`config.mk`:
```
export PLATFORM = sky130hd
export DESIGN_NAME = bcd_to_bin_seq
export DESIGN_NICKNAME = d
export VERILOG_FILES = /design/src/rtl/bcd_to_bin_seq.sv
export SDC_FILE = /design/constraint.sdc
export NUM_CORES = 1
export LEC_CHECK = 0
export BUFFER_PORTS_ARGS = -buffer_cell sky130_fd_sc_hd__clkbuf_2
export CELL_PAD_IN_SITES_DETAIL_PLACEMENT = 0
export CELL_PAD_IN_SITES_GLOBAL_PLACEMENT = 2
export CORE_UTILIZATION = 33
export DETAILED_ROUTE_END_ITERATION = 10
export PLACE_DENSITY_LB_ADDON = 0.1
export SLEW_MARGIN = 10
export SYNTH_ARGS = -nofsm -noshare
export SYNTH_HDL_FRONTEND = slang
export SYNTH_SLANG_ARGS = --single-unit
```
`constraint.sdc`:
```
create_clock -name clk -period 1.53 [get_ports clk]
set_input_delay 0.0765 -clock clk [delete_from_list [all_inputs] [get_ports clk]]
set_output_delay 0.0765 -clock clk [all_outputs]
set_load 0.02 [all_outputs]
```
`src/rtl/bcd_to_bin_seq.sv`:
```
// rtl/bcd_to_bin_seq.sv - sequential packed-BCD to binary converter (reverse double-dabble)
module bcd_to_bin_seq #(
    parameter int DIGITS = 4,
    parameter int BIN_W  = 14
) (
    input  logic                  clk,
    input  logic                  rst,
    input  logic                  start,
    input  logic [4*DIGITS-1:0]   bcd_in,
    output logic                  busy,
    output logic                  done,
    output logic                  err,
    output logic [BIN_W-1:0]      bin_out
);

    localparam int SW    = 4 * DIGITS;
    localparam int CNT_W = $clog2(SW + 1);
    localparam logic [CNT_W-1:0] LAST = CNT_W'(SW - 1);

    typedef enum logic [1:0] {
        S_IDLE = 2'd0,
        S_CONV = 2'd1,
        S_DONE = 2'd2
    } state_t;

    state_t            state;
    state_t            state_nxt;
    logic [SW-1:0]     d_reg;
    logic [SW-1:0]     b_reg;
    logic [SW-1:0]     d_shift;
    logic [SW-1:0]     d_nxt;
    logic [SW-1:0]     b_nxt;
    logic [CNT_W-1:0]  cnt;
    logic              err_l;
    logic              in_bad;
    logic              accept;
    logic              last;

    assign accept = start && ((state == S_IDLE) || (state == S_DONE));
    assign last   = (state == S_CONV) && (cnt == LAST);
    assign busy   = (state == S_CONV);
    assign done   = (state == S_DONE);

    // Flag any input digit outside 0..9 so the result can be forced to zero
    always_comb begin
        in_bad = 1'b0;
        for (int i = 0; i < DIGITS; i++) begin
            if (bcd_in[4*i +: 4] > 4'd9) begin
                in_bad = 1'b1;
            end
        end
    end

    // One reverse double-dabble step: shift {D,B} right, then fix digits >= 8
    always_comb begin
        d_shift = d_reg >> 1;
        b_nxt   = {d_reg[0], b_reg[SW-1:1]};
        d_nxt   = d_shift;
        for (int i = 0; i < DIGITS; i++) begin
            if (d_shift[4*i+3]) begin
                d_nxt[4*i +: 4] = d_shift[4*i +: 4] - 4'd3;
            end
        end
    end

    // State register
    always_ff @(posedge clk or posedge rst) begin
        if (rst) begin
            state <= S_IDLE;
        end else begin
            state <= state_nxt;
        end
    end

    // Next-state logic; start is only honoured outside CONV
    always_comb begin
        state_nxt = state;
        case (state)
            S_IDLE:  if (start) state_nxt = S_CONV;
            S_CONV:  if (cnt == LAST) state_nxt = S_DONE;
            S_DONE:  state_nxt = start ? S_CONV : S_IDLE;
            default: state_nxt = S_IDLE;
        endcase
    end

    // Datapath: capture on accepted start, shift during CONV, publish result entering DONE
    always_ff @(posedge clk or posedge rst) begin
        if (rst) begin
            d_reg   <= '0;
            b_reg   <= '0;
            cnt     <= '0;
            err_l   <= 1'b0;
            err     <= 1'b0;
            bin_out <= '0;
        end else begin
            if (accept) begin
                d_reg <= bcd_in;
                b_reg <= '0;
                cnt   <= '0;
                err_l <= in_bad;
            end else if (state == S_CONV) begin
                d_reg <= d_nxt;
                b_reg <= b_nxt;
                cnt   <= cnt + CNT_W'(1);
            end
            if (last) begin
                bin_out <= err_l ? '0 : BIN_W'(b_nxt);
                err     <= err_l;
            end
        end
    end

endmodule

```
* After elaboration in Yosys (flattened, before gate mapping) *
Cells that the tools add are included.

storage, ports and cells
  bits in registers = 55
  output and inout port bits = 17
  input port bits = 19

operators by class
  mux-type cells = 18
  reduce and logical (&&, ||, !) cells = 6
  $add $sub $neg = 4
  equality and inequality tests = 5
  $lt $le $gt $ge = 4

operators with widths
  cell                                                   number
  2-to-1 mux 16 bit                                      4
  greater-than comparator 4 bit (second input constant)  4
  2-to-1 mux 14 bit                                      1
  2-to-1 mux 4 bit                                       3
  subtractor 4 x 2 -> 4 bit (second input constant)      3
  2-to-1 mux 5 bit                                       2
  one-hot mux 2 bit (3 select lines)                     1
  adder 5 x 1 -> 5 bit (second input constant)           1
  == test 5 x 4 -> 1 bit (second input constant)         1
  2-to-1 mux 1 bit                                       5
  2-to-1 mux 2 bit                                       2
  == test 2 x 1 -> 1 bit (second input constant)         1
  == test 2 bit (second input constant)                  1
  logical AND 1 bit                                      2
  logical NOT 2 bit                                      1
  != test 2 x 1 -> 1 bit (second input constant)         1
  != test 2 bit (second input constant)                  1
  AND reduction 2 bit                                    1
  nonzero test 2 bit                                     1
  logical OR 1 bit                                       1

* Logic depth before layout (Yosys ltp) *
Gate-level depths: netlist of the first run.

  depth in word-level cells = 5
  depth in mapped cells = 7
  mapped depth without buffers = 6

* Least setup slack after synthesis of the first run *
No wires, ideal clock.

  path type = register to register
  start = reg cnt[0]
  end = reg err
  path slack = -0.125 ns
  period minus slack after synthesis = 1.655 ns
  arrival time = 1.530 ns
  required time = 1.405 ns
  path buffers = 1
  stages on the path, launching flop included = 7
  cells stage by stage = dfrtp_1 -> ha_1 -> and3_1 -> ha_1 -> nand3b_1 -> buf_2 -> mux2_2

between the ends
  longest elaborated chain between the ends = 2

ends and longest elaborated chain
  item                    RTL line  source
  from (decl)             33        logic [CNT_W-1:0] cnt;
  from (signal assigned)  104       cnt <= cnt + CNT_W'(1);
  == test 5 x 4 -> 1 bit  40        assign last = (state == S_CONV) && (cnt == LAST);
  logical AND 1 bit       40
  to (signal assigned)    108       err <= err_l;
  to (decl)               12        output logic err,

No other way between the ends.
A chain may end at the register's enable or synchronous reset.

* Worst setup path after layout of the first run *
  start = reg cnt[1]
  end = reg err

The elaborated chain is that of the path after synthesis.

==> flow_summary_export.csv, run 1 <==
group,metric,value,unit
setup_path,rrSetupSlack,0.05,ns
global_routing,maximum_number_of_pins_on_one_net_before_global_route_repair,31,
floorplan,die_area,0.00754,mm²
clock_tree,total_setup_buffers_inserted_after_cts,0,
route,route.detailed.vias_per_inst,4.85,
placed_design,place_ws,0.0460,ns
sta,relSlewSlack,0.712,
logic_synthesis,dominant_cell_by_count_in_the_synthesized_netlist,"sky130_fd_sc_hd__dfrtp_1",
global_routing,global_route_wire_length_before_repair,8650,µm
route,route.antenna.remaining_nets,0,
route,wl_per_cell,14.5,µm
clock_tree,cts.sinks,54,
logic_synthesis,yosysUniqueCellTypes,33,
sta,final_max_slew_viol_count,0,
run_status,run_status,"finished clean",
clock_tree,number_of_buffers_added_by_the_clock_tree_synthesis_step,5,
layout,nets,289,
layout,largest_register_ffs,16,
placed_design,dp.final_hpwl,3460,µm
route,dr.pass1.iters,5,
layout,n_fill_cell,683,
floorplan,die_w,86.9,µm
floorplan,pin_count,36,
global_routing,grt-ovfl-total,0,
clock_tree,htree_levels,2,
setup_path,worst_setup_sp_type,"flop",
setup_path,worst_setup_path_end_kind,"flop",
global_routing,grt_antenna_before_repair,0,
logic_synthesis,async_flop_share,1.00,
layout,multi_input_area,957,µm²
logic_synthesis,synth_commonest_cells,"sky130_fd_sc_hd__dfrtp_1, sky130_fd_sc_hd__o21ai_0, sky130_fd_sc_hd__nand2_1, sky130_fd_sc_hd__nand2b_1, sky130_fd_sc_hd__a22o_1",
clock_tree,worst_skew_pair.late_latency,0.31,ns
sta,finalSetupViolCount,0,
clock_tree,clock-root-buffer,"sky130_fd_sc_hd__clkbuf_8",
route,drt_first_iter_violations,84,
logic_synthesis,netlist_top_cells_area,"sky130_fd_sc_hd__dfrtp_1, sky130_fd_sc_hd__a22o_1, sky130_fd_sc_hd__nand2b_1",
sta,final.setup.worst_slack,0.0514,ns
sta,rsz0062_at_grt,"true",
sta,hold_violations,0,
setup_path,worstPathArrival,1.69,ns
route,totalWireLength,5240,µm
placed_design,numPortBuffers,35,
route,route.detailed.drc,0,
floorplan,floorplan.rows,30,
logic_synthesis,post_synth.cell_area_avg,11.3,µm²
setup_path,worstPathMaxFanout,2,
global_routing,overall_global_routing_resource_usage,0.154,
logic_synthesis,synthCells,211,
power_and_ir_drop,cellLeakagePower,1.40,nW
layout,n_antenna_cell,0,
floorplan,start_util,0.346,
logic_synthesis,yosys_warnings,0,
power_and_ir_drop,power_per_cell_area,1870,mW/mm²
logic_synthesis,synthesis.area,0.00238,mm²
job,drv_cap,0,
layout,areaGrowthSynthToFinish,25.4,%
logic_synthesis,dominantRegCellSynth,"sky130_fd_sc_hd__dfrtp_1",
route,vias,1756,
power_and_ir_drop,power.ir.vdd_worst,0.613,mV
floorplan,die_height,86.9,µm
placed_design,place_congestion,0.701,
logic_synthesis,postSynthRegisterBits,54,
layout,final_core_util,0.434,
sta,tightest_slew,0.433,ns
sta,finalCritPeriodShare,0.966,
layout,stdcell_count,362,
logic_synthesis,yosys.area.top_type_share,0.569,
global_routing,grt_pass1_vias,1672,
clock_tree,clk_transition_reported_paths,0.10,ns
sta,time_the_worst_path_needs_with_i_o_delays_and_setup,1.48,ns
setup_path,path_class,"flop to flop",
clock_tree,cts-root-to-sink-buffers,2,
sta,worst_setup_skew_after_layout,0.00992,ns
placed_design,placedCellCount,345,
sta,maximum_clock_frequency,676,MHz
logic_synthesis,yosys.area.top_type,"sky130_fd_sc_hd__dfrtp_1",
worst_hold_path,hp-class,"input port to flop",
clock_tree,tritoncts_clock_tree,"yes",
logic_synthesis,synth_nets,235,
logic_synthesis,share_of_the_yosys_chip_area_belonging_to_registers,0.569,
layout,seq_area,0.00135,mm²
logic_synthesis,synth-edff-count,0,
floorplan,placeableCoreArea,0.00687,mm²
layout,fraction_of_final_layout_cells_sized_beyond_drive_strength_1,0.252,
setup_path,worst_ep_required_time,1.74,ns
## per-stage QoR
stage	total power [mW]	cell area (µm²)	hold WS, ns	setup TNS (ns)
after floorplan	4.02	2410	0.192	-0.00229
after global placement	4.75	2790	0.0643	0
after detailed placement	4.75	2790	0.0575	0
after CTS	5.65	2980	0.00240	0
after global routing	6.04	2980	0.0132	-0.276
final	5.58	2980	0.00825	0
## what timing repair did
item	CTS	global route
setup endpoints to repair	0	12
hold buffers	9	0
endpoints found under the hold margin	21	0
gates resized for setup	0	3
## report_power, final
| group | switching (mW) | leakage, nW | internal, mW | total, mW |
|---|---|---|---|---|
| registers | 0.487 | 0.700 | 1.99 | 2.48 |
| clock network | 0.496 | 0.0478 | 0.374 | 0.870 |
| logic | 1.09 | 0.648 | 1.14 | 2.23 |
| total | 2.07 | 1.40 | 3.51 | 5.58 |
## final timing paths
kind                             from           to  cells past startpoint
setup / recovery               cnt[1]          err                      5
hold / removal              bcd_in[9]     d_reg[9]                      2
setup reg to reg               cnt[1]          err                      5
hold reg to reg            bin_out[2]   bin_out[2]                      2
max in group asynchronous         rst  bin_out[13]                      4
min in group asynchronous         rst     b_reg[2]                      3
## layout by cell type (no fill, tap or decap), types with 9 or more instances in the layout
cell type | Yosys | layout
sky130_fd_sc_hd__a221o_1 | 9 | 9
sky130_fd_sc_hd__a22o_1 | 17 | 17
sky130_fd_sc_hd__dfrtp_1 | 54 | 54
sky130_fd_sc_hd__clkbuf_2 | 0 | 35
sky130_fd_sc_hd__o21ai_0 | 21 | 18
sky130_fd_sc_hd__dlygate4sd3_1 | 0 | 9
sky130_fd_sc_hd__nand2b_1 | 18 | 18
sky130_fd_sc_hd__nor2_1 | 9 | 9
sky130_fd_sc_hd__buf_4 | 0 | 12
sky130_fd_sc_hd__nand2_1 | 20 | 20
## critical path, stage by stage, from the launching register on
cell,delay (ns)
sky130_fd_sc_hd__dfrtp_1,0.39
sky130_fd_sc_hd__ha_2,0.19
sky130_fd_sc_hd__and3_4,0.18
sky130_fd_sc_hd__ha_4,0.15
sky130_fd_sc_hd__nand3b_1,0.16
sky130_fd_sc_hd__mux2_4,0.32
## cells by family after synthesis
logic type,share of synthesized area
simple gates,0.142
buf+inv,0.0384
fa+ha+maj,0.0263
flops,0.569
mux,0.0174
xor+xnor,0.0258
compound gates,0.182
## layer usage
| layer | share of wire | track usage |
|---|---|---|
| met3 | 0.035 | 0.0332 |
| met5 | 0 | 0 |
| met2 | 0.44 | 0.216 |
| met4 | 0.0099 | 0.0409 |
| met1 | 0.52 | 0.236 |
## cell type report
class / count / share of cell area
sequential: 54 / 0.453
tap: 96 / 0.0403
timing repair buffer: 60 / 0.146
multi-input combinational: 140 / 0.321
clock buffer: 6 / 0.0277
clock inverter: 2 / 0.00546
inverter: 4 / 0.00588
Power figures use the tool's default switching activity.
==> run 2: changes to the inputs <==
Settings changed: BUFFER_PORTS_ARGS -buffer_cell sky130_fd_sc_hd__clkbuf_2 to not set, CORE_UTILIZATION 33 to 37, DONT_BUFFER_PORTS set to 1, SLEW_MARGIN 10 to 15.
==> run 2 against run 1 <==
Compared with the run above:
- sequential power up 8.5%
- total power down 2.5%
- worst setup slack worse by 0.058 ns
- sequential share of layout area up 2.0 points
- utilization increased by 3.7 points
- clock skew decreased by 0.0022 ns
- design area is 4.3% lower
- first-iteration DRC count rose by 30%
- largest cell class unchanged
- the flow now finishes with violations (setup timing)
==> flow_summary_export.csv, run 2 (same netlist as run 1, synthesis figures left out) <==
group,metric,value,unit
layout,layout_commonest_cell,"sky130_fd_sc_hd__dfrtp_1",
setup_path,worstPathArrival,1.74,ns
power_and_ir_drop,clkPwrFrac,0.147,
clock_tree,cts-root-to-sink-buffers,2,
placed_design,place_congestion,0.702,
clock_tree,clk_transition_reported_paths,0.10,ns
job,drv_cap,0,
placed_design,numPortBuffers,0,
power_and_ir_drop,power_per_cell_area,1910,mW/mm²
run_status,run_status,"finished with violations",
sta,hold_violations,0,
power_and_ir_drop,sw_frac_of_total,0.380,
sta,worst_setup_skew_after_layout,0.00775,ns
clock_tree,number_of_buffers_added_by_the_clock_tree_synthesis_step,5,
clock_tree,tritoncts_clock_tree,"yes",
setup_path,worstPathMaxFanout,6,
layout,n_antenna_cell,0,
floorplan,pin_count,36,
floorplan,floorplan.rows,28,
clock_tree,worst_skew_pair.late_latency,0.30,ns
global_routing,grt_pass1_vias,1747,
route,wl_per_cell,16.5,µm
route,vias,1708,
floorplan,start_util,0.392,
sta,maximum_clock_frequency,651,MHz
setup_path,worst_setup_sp_type,"flop",
placed_design,placedCellCount,286,
global_routing,overall_global_routing_resource_usage,0.172,
route,route.detailed.drc,0,
sta,tightest_slew,0.411,ns
global_routing,maximum_number_of_pins_on_one_net_before_global_route_repair,55,
power_and_ir_drop,combPwrFrac,0.358,
sta,time_the_worst_path_needs_with_i_o_delays_and_setup,1.54,ns
floorplan,placeableCoreArea,0.00606,mm²
clock_tree,cts.sinks,54,
floorplan,die_area,0.00675,mm²
route,totalWireLength,5190,µm
layout,n_fill_cell,572,
global_routing,grt_antenna_before_repair,0,
layout,nets,262,
layout,stdcell_count,314,
layout,largest_register_ffs,16,
layout,most-common-layout-cells,"sky130_fd_sc_hd__dfrtp_1, sky130_fd_sc_hd__nand2_1, sky130_fd_sc_hd__nand2b_1",
placed_design,place_ws,-0.0669,ns
sta,timing.setup.tns,-0.00692,ns
power_and_ir_drop,fin_total_pwr,5.44,mW
power_and_ir_drop,power.net_switching,2.07,mW
setup_path,worst_ep_required_time,1.73,ns
sta,final.setup.worst_slack,-0.00692,ns
sta,finalSetupViolCount,1,
layout,fraction_of_final_layout_cells_sized_beyond_drive_strength_1,0.134,
route,route.antenna.remaining_nets,0,
worst_hold_path,hp-class,"input port to flop",
sta,final_max_slew_viol_count,0,
clock_tree,clock-root-buffer,"sky130_fd_sc_hd__clkbuf_8",
route,route.detailed.vias_per_inst,5.44,
layout,areaGrowthSynthToFinish,20.1,%
global_routing,grt-ovfl-total,0,
global_routing,global_route_wire_length_before_repair,8620,µm
floorplan,die_height,82.1,µm
sta,finalCritPeriodShare,1.00,
run_status,failed_checks,"setup timing",
power_and_ir_drop,power.ir.vdd_worst,0.923,mV
power_and_ir_drop,cellInternalPower,3.37,mW
route,dr.pass1.iters,6,
sta,relSlewSlack,0.725,
floorplan,die_w,82.1,µm
clock_tree,htree_levels,2,
power_and_ir_drop,power_frac_seq,0.495,
route,drt_first_iter_violations,109,
setup_path,worst_setup_path_end_kind,"flop",
sta,rsz0062_at_grt,"true",
setup_path,path_class,"flop to flop",
placed_design,dp.final_hpwl,3570,µm
power_and_ir_drop,cellLeakagePower,1.27,nW
==> run 2: cell types whose count changed in the layout (fill, tap and decap cells not counted), sizes merged <==
| cell | previous run | this run |
|---|---|---|
| clkinv | 0 | 2 |
| clkbuf | 41 | 5 |
| dlygate4sd3 | 9 | 17 |
| inv | 5 | 4 |
==> run 2: power by group through the flow <==
stage	logic [mW]	registers [mW]	clock network (mW)
after floorplan	1.47	2.55	0
after global placement	1.80	2.69	0
after detailed placement	1.88	2.72	0
after CTS	1.94	2.70	0.836
after global routing	2.20	2.79	0.888
final	1.95	2.69	0.801
==> run 2: cell type report <==
cell class / instances / area [µm²] / share of cell area
Clock inverter: 3 / 21.3 / 0.00746
Tap cell: 75 / 93.8 / 0.0329
Timing Repair Buffer: 33 / 343 / 0.120
Sequential cell: 54 / 1350 / 0.474
Multi-Input combinational cell: 140 / 957 / 0.336
Clock buffer: 5 / 68.8 / 0.0241
Inverter: 4 / 17.5 / 0.00614
==> run 2: worst max-delay path, cell delays in order (launching register included) <==
cell	delay (ns)
sky130_fd_sc_hd__dfrtp_1	0.40
sky130_fd_sc_hd__ha_2	0.19
sky130_fd_sc_hd__and3_4	0.18
sky130_fd_sc_hd__ha_4	0.15
sky130_fd_sc_hd__nand3b_1	0.09
sky130_fd_sc_hd__buf_6	0.13
sky130_fd_sc_hd__mux2_4	0.29
==> run 2: path summary, 6_finish.rpt <==
path,startpoint,end,slack [ns],cells past startpoint
min reg2reg,cnt[4],cnt[4],0.50,1
min,bcd_in[11],err_l,0.17,3
max reg2reg,cnt[0],err,-0.007,6
min in group asynchronous,rst,cnt[0],0.26,3
max in group asynchronous,rst,d_reg[6],1.01,3
max,cnt[0],err,-0.007,6
==> run 2: timing repair <==
action | in CTS | in global routing
resized for setup | 3 | 9
pin swaps | 0 | 1
setup buffers | 2 | 1
cloned | 0 | 0
endpoints found under the hold margin | 70 | 0
hold buffers | 17 | 0
setup endpoints to repair | 15 | 15
==> run 2: per-layer routing <==
metal | GRT usage | vias to the layer above | part of all wire
li1 | - | 814 | -
met3 | 0.0385 | 4 | 0.035
met1 | 0.231 | 850 | 0.48
met2 | 0.274 | 40 | 0.47
met5 | 0 | - | 0
met4 | 0.0561 | 0 | 0.011
==> run 2: stage by stage <==
step	hold WS [ns]	cell area (µm²)	util
after detailed placement	0.0378	2550	0.422
after global routing	0.192	2850	0.471
after CTS	0.162	2840	0.469
final	0.171	2850	0.471
after global placement	0.0304	2550	0.422
after floorplan	0.192	2410	-
==> run 3: changes to the inputs <==
Settings changed: CORE_MARGIN set to 2.
==> run 3 against run 2 <==
Compared with the run above:
- the flow still finishes with violations (setup timing)
- hold slack worse by 0.043 ns
- register-to-register slack worse by 0.02 ns
- count of clock-buffer cells in the layout is 1 higher
- critical path depth stayed put
- flip-flop and latch count stayed put
- non-clock buffer count is 1 higher
- worst setup slack worse by 0.017 ns
- critical endpoint unchanged
- largest power group unchanged
==> flow_summary_export.csv, run 3 (same netlist as run 1, synthesis figures left out) <==
group,metric,value,unit
layout,seq_area,0.00135,mm²
global_routing,grt_antenna_before_repair,0,
power_and_ir_drop,cellLeakagePower,1.28,nW
global_routing,grt_pass1_vias,1827,
placed_design,numPortBuffers,0,
sta,time_the_worst_path_needs_with_i_o_delays_and_setup,1.55,ns
run_status,failed_checks,"setup timing",
setup_path,worstPathArrival,1.76,ns
clock_tree,cts.sinks,54,
clock_tree,clk_transition_reported_paths,0.10,ns
layout,areaGrowthSynthToFinish,21.3,%
route,route.detailed.drc,0,
worst_hold_path,whs_endpoint,"err_l",
setup_path,path_class,"flop to flop",
setup_path,cp-startpoint,"cnt[0]",
sta,timing.setup.tns,-0.0238,ns
clock_tree,number_of_buffers_added_by_the_clock_tree_synthesis_step,5,
setup_path,worst_setup_path_end_kind,"flop",
global_routing,grt-ovfl-total,0,
floorplan,die_w,84.1,µm
sta,maximum_clock_frequency,644,MHz
layout,n_antenna_cell,0,
placed_design,place_congestion,0.714,
layout,nets,264,
clock_tree,worst_skew_pair.late_latency,0.31,ns
placed_design,place_ws,-0.0346,ns
floorplan,placeableCoreArea,0.00628,mm²
layout,fraction_of_final_layout_cells_sized_beyond_drive_strength_1,0.149,
sta,hold_violations,0,
clock_tree,cts-root-to-sink-buffers,2,
floorplan,floorplan.rows,29,
sta,final.setup.worst_slack,-0.0238,ns
layout,layout_commonest_cell,"sky130_fd_sc_hd__dfrtp_1",
job,drv_cap,0,
sta,worst_setup_skew_after_layout,0.00527,ns
layout,n_fill_cell,571,
global_routing,met3_capacity_usage_during_global_routing,0.0393,
clock_tree,clock-root-buffer,"sky130_fd_sc_hd__clkbuf_8",
global_routing,grt.busiest_layer,"met2",
clock_tree,tritoncts_clock_tree,"yes",
layout,most-common-layout-cells,"sky130_fd_sc_hd__dfrtp_1, sky130_fd_sc_hd__nand2b_1, sky130_fd_sc_hd__nand2_1",
layout,final_core_util,0.459,
layout,largest_register_ffs,16,
power_and_ir_drop,fin_total_pwr,5.61,mW
layout,multi_input_area,972,µm²
run_status,run_status,"finished with violations",
clock_tree,htree_levels,2,
power_and_ir_drop,power_per_cell_area,1950,mW/mm²
setup_path,worstPathMaxFanout,7,
setup_path,worst_setup_sp_type,"flop",
sta,finalCritPeriodShare,1.02,
setup_path,worst_ep_required_time,1.73,ns
setup_path,reg2reg_from,"cnt[0]",
route,drt_first_iter_violations,90,
route,route.detailed.vias_per_inst,5.42,
route,totalWireLength,5420,µm
global_routing,gr-usage-met2,0.259,
route,route.antenna.remaining_nets,0,
sta,finalSetupViolCount,1,
sta,final_max_slew_viol_count,0,
sta,relSlewSlack,0.643,
route,dr.pass1.iters,4,
worst_hold_path,hp-class,"input port to flop",
placed_design,dp.final_hpwl,3500,µm
route,vias,1725,
global_routing,maximum_number_of_pins_on_one_net_before_global_route_repair,55,
floorplan,pin_count,36,
setup_path,crit-reg2reg-capture,"err",
route,wl_per_cell,17.1,µm
floorplan,die_height,84.1,µm
global_routing,overall_global_routing_resource_usage,0.160,
setup_path,rrSetupSlack,-0.02,ns
sta,rsz0062_at_grt,"true",
global_routing,global_route_wire_length_before_repair,9000,µm
global_routing,gr-usage-met1,0.208,
floorplan,start_util,0.379,
worst_hold_path,hp-start,"bcd_in[7]",
floorplan,die_area,0.00708,mm²
setup_path,r2r_cells,6,
sta,tightest_slew,0.536,ns
worst_hold_path,whs_path_depth,3,
power_and_ir_drop,power.ir.vdd_worst,0.950,mV
-- run 3: changes by cell type in the layout (fill, tap and decap cells not counted), sizes merged --
| cell | change |
|---|---|
| clkbuf | +1 |
| clkinv | -2 |
| bufinv | +1 |
| nor2 | +1 |
| buf | +1 |
-- run 3: final cells by class --
type,count,share of cell area
clock buffers,6,0.0252
clock inverters,2,0.0130
inverters,4,0.00608
multi-input cells,141,0.337
flip-flops and latches,54,0.469
well taps,77,0.0334
repair buffers,34,0.116
-- run 3: critical path, stage by stage, from the launching register on --
cell                       delay, ns
sky130_fd_sc_hd__dfrtp_1        0.40
sky130_fd_sc_hd__ha_2           0.19
sky130_fd_sc_hd__and3_4         0.18
sky130_fd_sc_hd__ha_4           0.15
sky130_fd_sc_hd__nand3b_1       0.10
sky130_fd_sc_hd__buf_6          0.14
sky130_fd_sc_hd__mux2_4         0.29
-- run 3: stage by stage --
| stage | cells | hold slack [ns] | instance area, µm² |
|---|---|---|---|
| 2_1_floorplan | 211 | 0.192 | 2410 |
| 3_3_place_gp | 288 | 0.0322 | 2540 |
| 3_5_place_dp | 288 | 0.0397 | 2540 |
| 4_1_cts | 315 | 0.118 | 2850 |
| 5_1_grt | 318 | 0.127 | 2880 |
| 6_report | 318 | 0.128 | 2880 |
-- run 3: worst max path at each step --
stage	endpoint	depth (start not counted)
floorplan	err	6
global placement	bin_out[13]	6
detailed placement	bin_out[5]	6
CTS	err	6
global route	err	6
finish	err	6
-- run 3: routing by layer --
metal  wire (µm)  part of all wire  vias up
met5           0                 0        -
met4         121             0.022        0
met3         219             0.040       11
met2        2600              0.48       39
met1        2480              0.46      857
li1            -                 -      818
-- run 3: power breakdown --
part	switching [mW]	internal, mW	total (mW)
Combinational	0.897	1.05	1.94
Clock	0.473	0.489	0.962
Sequential	0.711	1.99	2.70
-- run 3: what timing repair did --
item / 4_1_cts / 5_1_grt
hold buffers: 17 / 0
cloned: 1 / 1
endpoints found under the setup margin: 11 / 32
pin swaps: 0 / 2
endpoints found under the hold margin: 70 / 0
resized for setup: 2 / 12
buffers inserted: 1 / 2
